## src/rtl/serial_subtractor.sv

```systemverilog
// Bit-serial unsigned subtractor: computes a - b LSB-first through one
// full-subtractor cell and a borrow flop, WIDTH clocks per operation.
module serial_subtractor #(
  parameter int WIDTH = 8
) (
  input  logic             clk,
  input  logic             rst,
  input  logic             start,
  input  logic [WIDTH-1:0] a,
  input  logic [WIDTH-1:0] b,
  output logic             busy,
  output logic             done,
  output logic [WIDTH-1:0] diff,
  output logic             bout
);

  localparam int CW = (WIDTH > 2) ? $clog2(WIDTH) : 1;
  localparam logic [CW-1:0] LAST_BIT = CW'(WIDTH - 1);

  typedef enum logic [1:0] {IDLE, RUN, DONE} state_t;

  state_t           state_reg;
  logic [WIDTH-1:0] sa_reg;
  logic [WIDTH-1:0] sb_reg;
  logic [WIDTH-1:0] res_reg;
  logic             br_reg;
  logic [CW-1:0]    cnt_reg;

  logic             d_bit;
  logic             br_next;
  logic [WIDTH-1:0] res_next;

  // Full-subtractor cell on the current LSBs and the stored borrow.
  always_comb begin
    d_bit    = sa_reg[0] ^ sb_reg[0] ^ br_reg;
    br_next  = (~sa_reg[0] & sb_reg[0]) | (~(sa_reg[0] ^ sb_reg[0]) & br_reg);
    res_next = {d_bit, res_reg[WIDTH-1:1]};
  end

  always_ff @(posedge clk) begin
    if (rst) begin
      state_reg <= IDLE;
      sa_reg    <= '0;
      sb_reg    <= '0;
      res_reg   <= '0;
      br_reg    <= 1'b0;
      cnt_reg   <= '0;
      busy      <= 1'b0;
      done      <= 1'b0;
      diff      <= '0;
      bout      <= 1'b0;
    end else begin
      case (state_reg)
        IDLE: begin
          done <= 1'b0;
          if (start) begin
            sa_reg    <= a;
            sb_reg    <= b;
            br_reg    <= 1'b0;
            cnt_reg   <= '0;
            busy      <= 1'b1;
            state_reg <= RUN;
          end
        end
        RUN: begin
          sa_reg  <= sa_reg >> 1;
          sb_reg  <= sb_reg >> 1;
          res_reg <= res_next;
          br_reg  <= br_next;
          cnt_reg <= cnt_reg + 1'b1;
          // The last bit's result and borrow go straight to the outputs.
          if (cnt_reg == LAST_BIT) begin
            diff      <= res_next;
            bout      <= br_next;
            done      <= 1'b1;
            state_reg <= DONE;
          end
        end
        DONE: begin
          done      <= 1'b0;
          busy      <= 1'b0;
          state_reg <= IDLE;
        end
        default: begin
          done      <= 1'b0;
          busy      <= 1'b0;
          state_reg <= IDLE;
        end
      endcase
    end
  end

endmodule

```

## config.mk

```make
export PLATFORM = sky130hd
export DESIGN_NAME = serial_subtractor
export DESIGN_NICKNAME = d
export VERILOG_FILES = /design/src/rtl/serial_subtractor.sv
export SDC_FILE = /design/constraint.sdc
export NUM_CORES = 1
export LEC_CHECK = 0
export CAP_MARGIN = 25
export CORE_ASPECT_RATIO = 2
export CORE_MARGIN = 1.5
export CORE_UTILIZATION = 46
export DETAILED_ROUTE_END_ITERATION = 6
export PLACE_DENSITY = 0.73
export SLEW_MARGIN = 20
export SYNTH_ARGS = -nofsm -noshare
export SYNTH_HDL_FRONTEND = slang
export SYNTH_SLANG_ARGS = --single-unit
```

## constraint.sdc

```tcl
create_clock -name clk -period 1.3 [get_ports clk]
set_input_delay 0.13 -clock clk [delete_from_list [all_inputs] [get_ports clk]]
set_output_delay 0.13 -clock clk [all_outputs]
set_load 0.01 [all_outputs]
```

==> run summary, run 1 <==
Status -> finished clean
H-tree levels -> 2
Hold buffer count at cts -> 0
Top Family by Delay on Critical Path -> flip-flops
Critical path arrival -> 1.51 ns
Final core utilization -> 64.62%
CP most frequent cell -> ha_4
Initial Util -> 48.28%
Clock transition at path regs -> 0.07 ns
Cell variety after synth -> 26
EDFF count, synth -> 0
Layout filler cell count -> 282
Die height -> 87.68 um
Clock Skew -> 0.004033 ns
DIE WIDTH -> 45.34 um
Hpwl dp -> 2338 um
N_diodes -> 0
I/O Pins -> 30
Least-Margin Pin Slew -> 0.3427 ns
Crit path capture type -> flop
Most frequent cell after synthesis -> dfxtp_1
RSZ-0062 raised after global routing -> true
Setup TNS -> 0 ns
Ys flop type -> dfxtp_1
Worst Path Max Fanout -> 7
GRT Total Usage -> 18.64%
Row count -> 30
Largest net degree at the start of global routing -> 41
Die footprint -> 3975 um2
Crit path buf inv count -> 1
Antenna viol nets, final -> 0
CTS max path bufs -> 2
WP data required -> 1.53 ns
Register bit total from synthesis -> 40
Final Power -> 2.427 mW
Critical path cell sequence -> ha_4 -> ha_4 -> and3b_2 -> buf_6 -> nand2_2 -> a21oi_2
Vias -> 1335
Max cap viols -> 0
Vias in the first global route -> 1344
Num CTS Buffers -> 5
Finished Layout Cells -> 259
Tcrit/Tclk final -> 98.77%
Synth area leader -> dfxtp_1
Final setup viols -> 0
Area share of the largest cell type after synthesis -> 48.56%
Setup Buffers After CTS -> 0
Worst-Skew Late Latency -> 0.29 ns
Max stage delay on crit path -> 0.36 ns
First-pass iteration count of the detailed router -> 4
WL per Instance -> 12.66 um
CTS sink cnt -> 40
Initial antenna violation count -> 0
Ys async rst share -> 0%
Reg2Reg Depth -> 6
First-pass GRT wire length -> 5430 um
Slowest stage cell on the critical path -> dfxtp_2
Net count after synthesis -> 196
1st-iter DRT viols -> 13
Root Buffer -> clkbuf_8
Max Fclk -> 778.8 MHz
Via density -> 5.154
Final hold vios -> 0
RePlAce Congestion -> 0.7515
Crit path launch type -> flop
Netlist Area Pre-Place -> 1649 um2
Syn avg cell area -> 9.477 um2
Commonest cells in the netlist -> 40 x dfxtp_1, 30 x nand2_1, 24 x nor2_1
Peak VDD IR -> 0.0009022 V
Placed cells -> 252
Core ar. -> 3416 um2
CTS tree -> yes
Crit path kind -> flop to flop
Post-Syn Instances -> 174
WHS Path Cells -> 2
Final Max Slew Viols -> 0
Final WL -> 3280 um
IO buf count -> 29
Dominant cells by area after synthesis -> dfxtp_1 49%, mux2i_1 8.5%, a211oi_2 7.6%, nand2_1 6.8%, nor2_1 5.5%
Worst hold slack -> 0.4489 ns
GR Overflow Total -> 0
Hold Path Class -> flop to flop
Pwr Density -> 1100 nW/um2
CP Depth -> 6
Minimum clock period -> 1.284 ns
Yosys warns -> 0
Relative slew margins -> 77.15%
Seq/Total Area, Yosys -> 48.56%
Area growth, synth to finish -> 33.84%
Leak -> 0.9191 nW
Nets@finish -> 233
DRC -> 0
Layout cells sized above 1 -> 22.27%
[worst paths after layout]
check	slack, ns	endpoint	start
max	0.02	diff[0]$_SDFFE_PP0P_	cnt_reg[1]$_SDFFE_PP0P_
min	0.45	diff[1]$_SDFFE_PP0P_	diff[1]$_SDFFE_PP0P_
max reg2reg	0.02	diff[0]$_SDFFE_PP0P_	cnt_reg[1]$_SDFFE_PP0P_
min reg2reg	0.45	diff[1]$_SDFFE_PP0P_	diff[1]$_SDFFE_PP0P_
[stage by stage]
step / worst slack [ns] / instance area [um2]
4_1_cts: -0.02433 / 2127
3_3_place_gp: -0.03683 / 2038
5_1_grt: -0.04601 / 2207
6_report: 0.01593 / 2207
2_1_floorplan: 0.009940 / 1649
3_5_place_dp: -0.1240 / 2038
[power by group]
| group | internal [mW] | switching [mW] | leakage, nW | total (mW) |
|---|---|---|---|---|
| Combinational | 0.178 | 0.161 | 0.549 | 0.339 |
| Sequential | 1.29 | 0.0396 | 0.329 | 1.33 |
| Clock | 0.364 | 0.398 | 0.0410 | 0.763 |
[tightest hold or removal path: stages, from the launching register on]
cell and delay (ns):
dfxtp_1 0.31, nand2_1 0.05, a21oi_1 0.05
[timing repair]
| item | in CTS | in global routing |
|---|---|---|
| gates resized for setup | 12 | 24 |
| pin swaps | 1 | 7 |
| setup endpoints to repair | 24 | 27 |
[layout make-up]
| type | instances | area (um2) | area share (%) |
|---|---|---|---|
| sequential | 40 | 805.8 | 36.51 |
| inverter | 3 | 11.26 | 0.5102 |
| multi-input combinational | 119 | 815.8 | 36.96 |
| clock buffer | 6 | 72.57 | 3.288 |
| tap | 48 | 60.06 | 2.721 |
| timing repair buffer | 42 | 436.7 | 19.78 |
| clock inverter | 1 | 5.005 | 0.2268 |
[logic make-up (layout without fill, tap and decap cells)]
| family | after synthesis | count (layout) | synth area share, % |
|---|---|---|---|
| simple gates | 63 | 63 | 15.86 |
| buf+inv | 15 | 52 | 5.766 |
| flops | 40 | 40 | 48.56 |
| compound gates | 39 | 39 | 18.59 |
| fa+ha+maj | 3 | 3 | 2.731 |
| mux | 14 | 14 | 8.497 |
[metal layers]
layer / vias up / global-route usage (%) / share of wire [%]
met5: - / 0 / 0
met2: 29 / 34.81 / 57
met3: 8 / 3.918 / 3.7
met1: 633 / 17.04 / 36
li1: 665 / - / -
met4: 0 / 11.23 / 2.9
[cells in the final DEF (no fill, tap or decap), drive strengths merged, types with 2 or more instances in the layout]
cell	netlist	final
dlymetal6s2s	0	6
nand2	30	30
nor2	24	24
inv	3	3
buf	10	13
a21oi	16	16
a22oi	4	4
dlygate4sd2	0	5
dfxtp	40	40
clkdlybuf4s50	0	18
mux2i	14	14
clkbuf	2	6
nor3	3	3
a211oi	16	16
ha	2	2
Power figures use the tool's default switching activity.
==> inputs of run 2 (changes only) <==
--- a/config.mk
+++ b/config.mk
@@ -11,7 +11,9 @@
 export CORE_UTILIZATION = 46
 export DETAILED_ROUTE_END_ITERATION = 6
 export PLACE_DENSITY = 0.73
+export RECOVER_POWER = 100
 export SLEW_MARGIN = 20
 export SYNTH_ARGS = -nofsm -noshare
 export SYNTH_HDL_FRONTEND = slang
 export SYNTH_SLANG_ARGS = --single-unit
+export TNS_END_PERCENT = 30
==> run summary, run 2 (same netlist as run 1, synthesis figures left out) <==
Max cap viols -> 0 (unchanged)
Num CTS Buffers -> 5 (unchanged)
CTS max path bufs -> 2 (unchanged)
Setup Buffers After CTS -> 0 (unchanged)
Vias -> 1336 (was 1335)
Setup TNS -> 0 ns (unchanged)
Antenna viol nets, final -> 0 (unchanged)
R2r setup slk -> 0.02 ns (about the same)
Critical path arrival -> 1.51 ns (about the same)
1st-iter DRT viols -> 13 (unchanged)
Crit path launch -> cnt_reg[1]$_SDFFE_PP0P_ (unchanged)
Storage cell area -> 805.8 um2 (unchanged)
Vias in the first global route -> 1344 (unchanged)
IO buf count -> 29 (unchanged)
Most common cell after layout, fill and taps aside -> dfxtp_1 (unchanged)
Layout filler cell count -> 284 (was 282)
Final setup viols -> 0 (unchanged)
GR Overflow Total -> 0 (unchanged)
Root Buffer -> clkbuf_8 (unchanged)
Layout cells sized above 1 -> 21.80% (was 22.27%)
Final WL -> 3278 um (was 3280 um)
Final hold vios -> 0 (unchanged)
Hpwl dp -> 2338 um (unchanged)
WP data required -> 1.53 ns (about the same)
Hold EP -> diff[1]$_SDFFE_PP0P_ (unchanged)
CTS sink cnt -> 40 (unchanged)
DRC -> 0 (unchanged)
Leak -> 0.9186 nW (was 0.9191 nW)
Crit path launch type -> flop (unchanged)
Crit path capture type -> flop (unchanged)
Max Fclk -> 778.8 MHz (unchanged)
Post-place setup slack -> -0.1240 ns (unchanged)
Metal-1 WL -> 1191 um (was 1193 um)
Initial antenna violation count -> 0 (unchanged)
WL per Instance -> 12.66 um (about the same)
RePlAce Congestion -> 0.7515 (unchanged)
Clock Skew -> 0.004033 ns (unchanged)
N_diodes -> 0 (unchanged)
Via density -> 5.158 (was 5.154)
CTS tree -> yes (unchanged)
Reg2Reg Depth -> 6 (unchanged)
Met2 wire len -> 1870 um (was 1871 um)
Tcrit/Tclk final -> 98.77% (unchanged)
Crit path kind -> flop to flop (unchanged)
Worst Path Max Fanout -> 7 (unchanged)
Hold Path Class -> flop to flop (unchanged)
Clock transition at path regs -> 0.07 ns (about the same)
Least-Margin Pin Slew -> 0.3427 ns (unchanged)
Start of the worst register-to-register path -> cnt_reg[1]$_SDFFE_PP0P_ (unchanged)
Peak VDD IR -> 0.0009022 V (about the same)
Row count -> 30 (unchanged)
Uppermost layer routed -> met4 (unchanged)
H-tree levels -> 2 (unchanged)
Final Max Slew Viols -> 0 (unchanged)
Min-delay src -> diff[1]$_SDFFE_PP0P_ (unchanged)
DIE WIDTH -> 45.34 um (unchanged)
Minimum clock period -> 1.284 ns (unchanged)
Core ar. -> 3416 um2 (unchanged)
First-pass iteration count of the detailed router -> 4 (unchanged)
Area post-placement -> 2038 um2 (unchanged)
Status -> finished clean (unchanged)
Nets@finish -> 233 (unchanged)
Pwr Density -> 1101 nW/um2 (was 1100 nW/um2)
Die height -> 87.68 um (unchanged)
Most frequent cells in the layout -> 36 x dfxtp_1, 26 x nand2_1, 24 x nor2_1 (was 36 x dfxtp_1, 25 x nand2_1, 24 x nor2_1)
Reg-to-reg endpoint -> diff[0]$_SDFFE_PP0P_ (unchanged)
GRT Total Usage -> 18.64% (unchanged)
Relative slew margins -> 77.15% (unchanged)
Area growth, synth to finish -> 33.69% (was 33.84%)
Die footprint -> 3975 um2 (unchanged)
Final worst-path setup slack -> 0.01593 ns (unchanged)
Largest net degree at the start of global routing -> 41 (unchanged)
I/O Pins -> 30 (unchanged)
Multi-input logic area -> 813.3 um2 (was 815.8 um2)
WHS Path Cells -> 2 (unchanged)
First-pass GRT wire length -> 5430 um (unchanged)
Fin area -> 2205 um2 (was 2207 um2)
Routed met3 length -> 121 um (unchanged)
RSZ-0062 raised after global routing -> true (unchanged)
Initial Util -> 48.28% (unchanged)
Worst-Skew Late Latency -> 0.29 ns (about the same)
[run 2: changes by cell type in the layout (fill, tap and decap cells not counted)]
cell and delta:
nand2_1 +1, nand2_2 -1
[run 2: what timing repair did]
item	CTS	global route
setup endpoints to repair	24	27
gates cloned	0	0
resized for setup	12	23
hold buffers	0	0
pin swaps	1	7
[run 2: cell type report]
type	instances	share of cell area, %
Clock buffer	6	3.292
Clock inverter	1	0.2270
Tap cell	48	2.724
Multi-Input combinational cell	119	36.89
Sequential cell	40	36.55
Timing Repair Buffer	42	19.81
Inverter	3	0.5108
[run 2: per-stage QoR]
stage	cells	hold slack (ns)	utilization, %	power [mW]
after floorplan	174	0.2783	-	1.570
after global placement	252	0.4422	59.67	1.671
after detailed placement	252	0.4453	59.67	1.688
after CTS	259	0.4555	62.27	2.453
after global routing	259	0.4797	64.54	2.536
final	259	0.4489	64.54	2.427
[run 2: how the worst max path moves through the flow]
| stage | end | slack, ns | depth (start not counted) |
|---|---|---|---|
| after global routing | diff[0]$_SDFFE_PP0P_ | -0.05 | 6 |
| after detailed placement | sb_reg[0]$_SDFFE_PP0P_ | -0.12 | 5 |
| final | diff[0]$_SDFFE_PP0P_ | 0.02 | 6 |
| after CTS | diff[4]$_SDFFE_PP0P_ | -0.02 | 7 |
| after floorplan | bout$_SDFFE_PP0P_ | 0.01 | 5 |
| after global placement | sb_reg[3]$_SDFFE_PP0P_ | -0.04 | 5 |
[run 2: power by group]
part	internal (mW)	switching, mW	leakage, nW
combinational	0.178	0.161	0.549
clock	0.364	0.398	0.0410
sequential	1.29	0.0395	0.329
[run 2: routing by layer]
metal / GRT usage (%) / up-vias
li1: - / 665
met1: 17.04 / 634
met2: 34.81 / 29
met3: 3.918 / 8
met4: 11.23 / 0
met5: 0 / -
[run 2: critical path, cell delays in order, from the launching register on]
cell and delay, ns:
dfxtp_2 0.36, ha_4 0.14, ha_4 0.12, and3b_2 0.26, buf_6 0.13, nand2_2 0.06, a21oi_2 0.14
==> inputs of run 3 (changes only) <==
--- a/config.mk
+++ b/config.mk
@@ -8,9 +8,11 @@
 export CAP_MARGIN = 25
 export CORE_ASPECT_RATIO = 2
 export CORE_MARGIN = 1.5
-export CORE_UTILIZATION = 46
+export CORE_UTILIZATION = 50
+export CTS_CLUSTER_SIZE = 12
 export DETAILED_ROUTE_END_ITERATION = 6
-export PLACE_DENSITY = 0.73
+export DONT_BUFFER_PORTS = 1
+export PLACE_DENSITY = 0.67
 export RECOVER_POWER = 100
 export SLEW_MARGIN = 20
 export SYNTH_ARGS = -nofsm -noshare
==> run summary, run 3 (same netlist as run 1, synthesis figures left out) <==
1st-iter DRT viols -> 36 (was 13)
Setup Buffers After CTS -> 0 (unchanged)
I/O Pins -> 30 (unchanged)
Area growth, synth to finish -> 9.257% (was 33.69%)
DIE WIDTH -> 43.61 um (was 45.34 um)
Layout cells sized above 1 -> 16.76% (was 21.80%)
Largest net degree at the start of global routing -> 41 (unchanged)
WL per Instance -> 13.95 um (was 12.66 um)
Max cap viols -> 0 (unchanged)
Num CTS Buffers -> 5 (unchanged)
Peak VDD IR -> 0.001013 V (was 0.0009022 V)
Final WL -> 2930 um (was 3278 um)
Crit path launch type -> flop (unchanged)
GR Overflow Total -> 0 (unchanged)
Top Family by Delay on Critical Path -> adder cells (was flip-flops)
Hold Path Class -> primary input to flop (was flop to flop)
Final hold vios -> 40 (was 0)
Max stage delay on crit path -> 0.34 ns (was 0.36 ns)
DRC -> 0 (unchanged)
Post-place setup slack -> -0.1303 ns (was -0.1240 ns)
Worst-Skew Late Latency -> 0.29 ns (about the same)
Status -> finished with violations (was finished clean)
CTS sink cnt -> 40 (unchanged)
Leak -> 0.6536 nW (was 0.9186 nW)
WP data required -> 1.51 ns (was 1.53 ns)
First-pass GRT wire length -> 5161 um (was 5430 um)
Row count -> 29 (was 30)
Tcrit/Tclk final -> 96.42% (was 98.77%)
First-pass iteration count of the detailed router -> 4 (unchanged)
Final setup viols -> 0 (unchanged)
RSZ-0062 raised after global routing -> false (was true)
Violated checks -> hold timing
Vias in the first global route -> 1230 (was 1344)
Final Max Slew Viols -> 0 (unchanged)
Initial Util -> 52.24% (was 48.28%)
Core ar. -> 3157 um2 (was 3416 um2)
Max Fclk -> 797.8 MHz (was 778.8 MHz)
Most frequent cells in the layout -> 38 x dfxtp_1, 30 x nand2_1, 24 x nor2_1 (was 36 x dfxtp_1, 26 x nand2_1, 24 x nor2_1)
RePlAce Congestion -> 0.8085 (was 0.7515)
N_diodes -> 0 (unchanged)
Root Buffer -> clkbuf_8 (unchanged)
Worst hold slack -> -0.1076 ns (was 0.4489 ns)
Via density -> 5.629 (was 5.158)
Clock transition at path regs -> 0.07 ns (about the same)
Final core utilization -> 57.07% (was 64.54%)
Hpwl dp -> 2100 um (was 2338 um)
Clock Skew -> 0.007256 ns (was 0.004033 ns)
Antenna viol nets, final -> 0 (unchanged)
Final Power -> 2.390 mW (was 2.427 mW)
Die height -> 84.22 um (was 87.68 um)
Critical path cell sequence -> ha_2 -> ha_4 -> and3b_2 -> nor2_1 -> a211oi_1 (was ha_4 -> ha_4 -> and3b_2 -> buf_6 -> nand2_2 -> a21oi_2)
H-tree levels -> 2 (unchanged)
CTS tree -> yes (unchanged)
Vias -> 1182 (was 1336)
Minimum clock period -> 1.253 ns (was 1.284 ns)
IO buf count -> 0 (was 29)
Initial antenna violation count -> 0 (unchanged)
Crit path buf inv count -> 0 (was 1)
Final worst-path setup slack -> 0.04659 ns (was 0.01593 ns)
Die footprint -> 3673 um2 (was 3975 um2)
Least-Margin Pin Slew -> 0.4081 ns (was 0.3427 ns)
Worst Path Max Fanout -> 5 (was 7)
Crit path capture type -> flop (unchanged)
Critical path arrival -> 1.46 ns (was 1.51 ns)
Nets@finish -> 200 (was 233)
CTS max path bufs -> 2 (unchanged)
Relative slew margins -> 72.74% (was 77.15%)
Crit path kind -> flop to flop (unchanged)
GRT Total Usage -> 18.26% (was 18.64%)
Pwr Density -> 1326 nW/um2 (was 1101 nW/um2)
Slowest stage cell on the critical path -> dfxtp_1 (was dfxtp_2)
Most common cell after layout, fill and taps aside -> dfxtp_1 (unchanged)
## run 3: changes by cell type in the layout (fill, tap and decap cells not counted), sizes merged
| cell | before | now |
|---|---|---|
| clkinv | 1 | 2 |
| buf | 13 | 7 |
| and3b | 1 | 2 |
| dlygate4sd2 | 5 | 0 |
| dlymetal6s2s | 6 | 0 |
| clkdlybuf4s50 | 18 | 0 |
| clkbuf | 6 | 7 |
## run 3: final timing paths
| path | start | endpoint | slack [ns] | cells past startpoint |
|---|---|---|---|---|
| max reg2reg | cnt_reg[1]$_SDFFE_PP0P_ | bout$_SDFFE_PP0P_ | 0.05 | 5 |
| min | rst | diff[1]$_SDFFE_PP0P_ | -0.11 | 1 |
| min reg2reg | res_reg[1]$_SDFFE_PP0N_ | diff[0]$_SDFFE_PP0P_ | 0.46 | 2 |
| max | cnt_reg[1]$_SDFFE_PP0P_ | bout$_SDFFE_PP0P_ | 0.05 | 5 |
## run 3: cell type report
class | count | area [um2]
flip-flops and latches | 40 | 805.8
multi-input cells | 120 | 777.0
repair buffers | 8 | 76.32
inverters | 3 | 11.26
well taps | 31 | 38.79
clock inverters | 2 | 10.01
fillers | 281 | 1355
clock buffers | 6 | 82.58
## run 3: worst register-to-register path, delay by kind of cell (launching register included)
family | cells | cell delay, ns
DFF | 1 | 0.34
AOI/OAI and AO/OA | 1 | 0.20
adders and majority gates | 2 | 0.35
and+or+nand+nor | 2 | 0.29
## run 3: where the power goes
part / switching, mW / internal [mW]
combinational: 0.124 / 0.116
clock: 0.406 / 0.423
sequential: 0.0369 / 1.28
## run 3: timing repair
action	in CTS	in global routing
endpoints found under the hold margin	40	40
gates cloned	1	0
setup endpoints to repair	9	11
gates resized for setup	4	6
## run 3: routing by layer
metal  vias up  wire, um  share of wire, %  global-route usage (%)
met2        26      1647                56                   32.75
met5         -         0                 0                       0
li1        601         -                 -                       -
met1       549      1092                37                   17.95
met3         6       128               4.4                   5.161
met4         0        62               2.1                   9.091
## run 3: per-stage QoR
stage / setup TNS (ns) / hold WS, ns / instance area (um2) / std cells
after floorplan: 0 / 0.2783 / 1649 / 174
after global placement: -0.03620 / 0.2000 / 1689 / 201
after detailed placement: -0.4705 / 0.2009 / 1689 / 201
after CTS: 0 / -0.1212 / 1797 / 210
after global routing: 0 / -0.1292 / 1802 / 210
final: 0 / -0.1076 / 1802 / 210
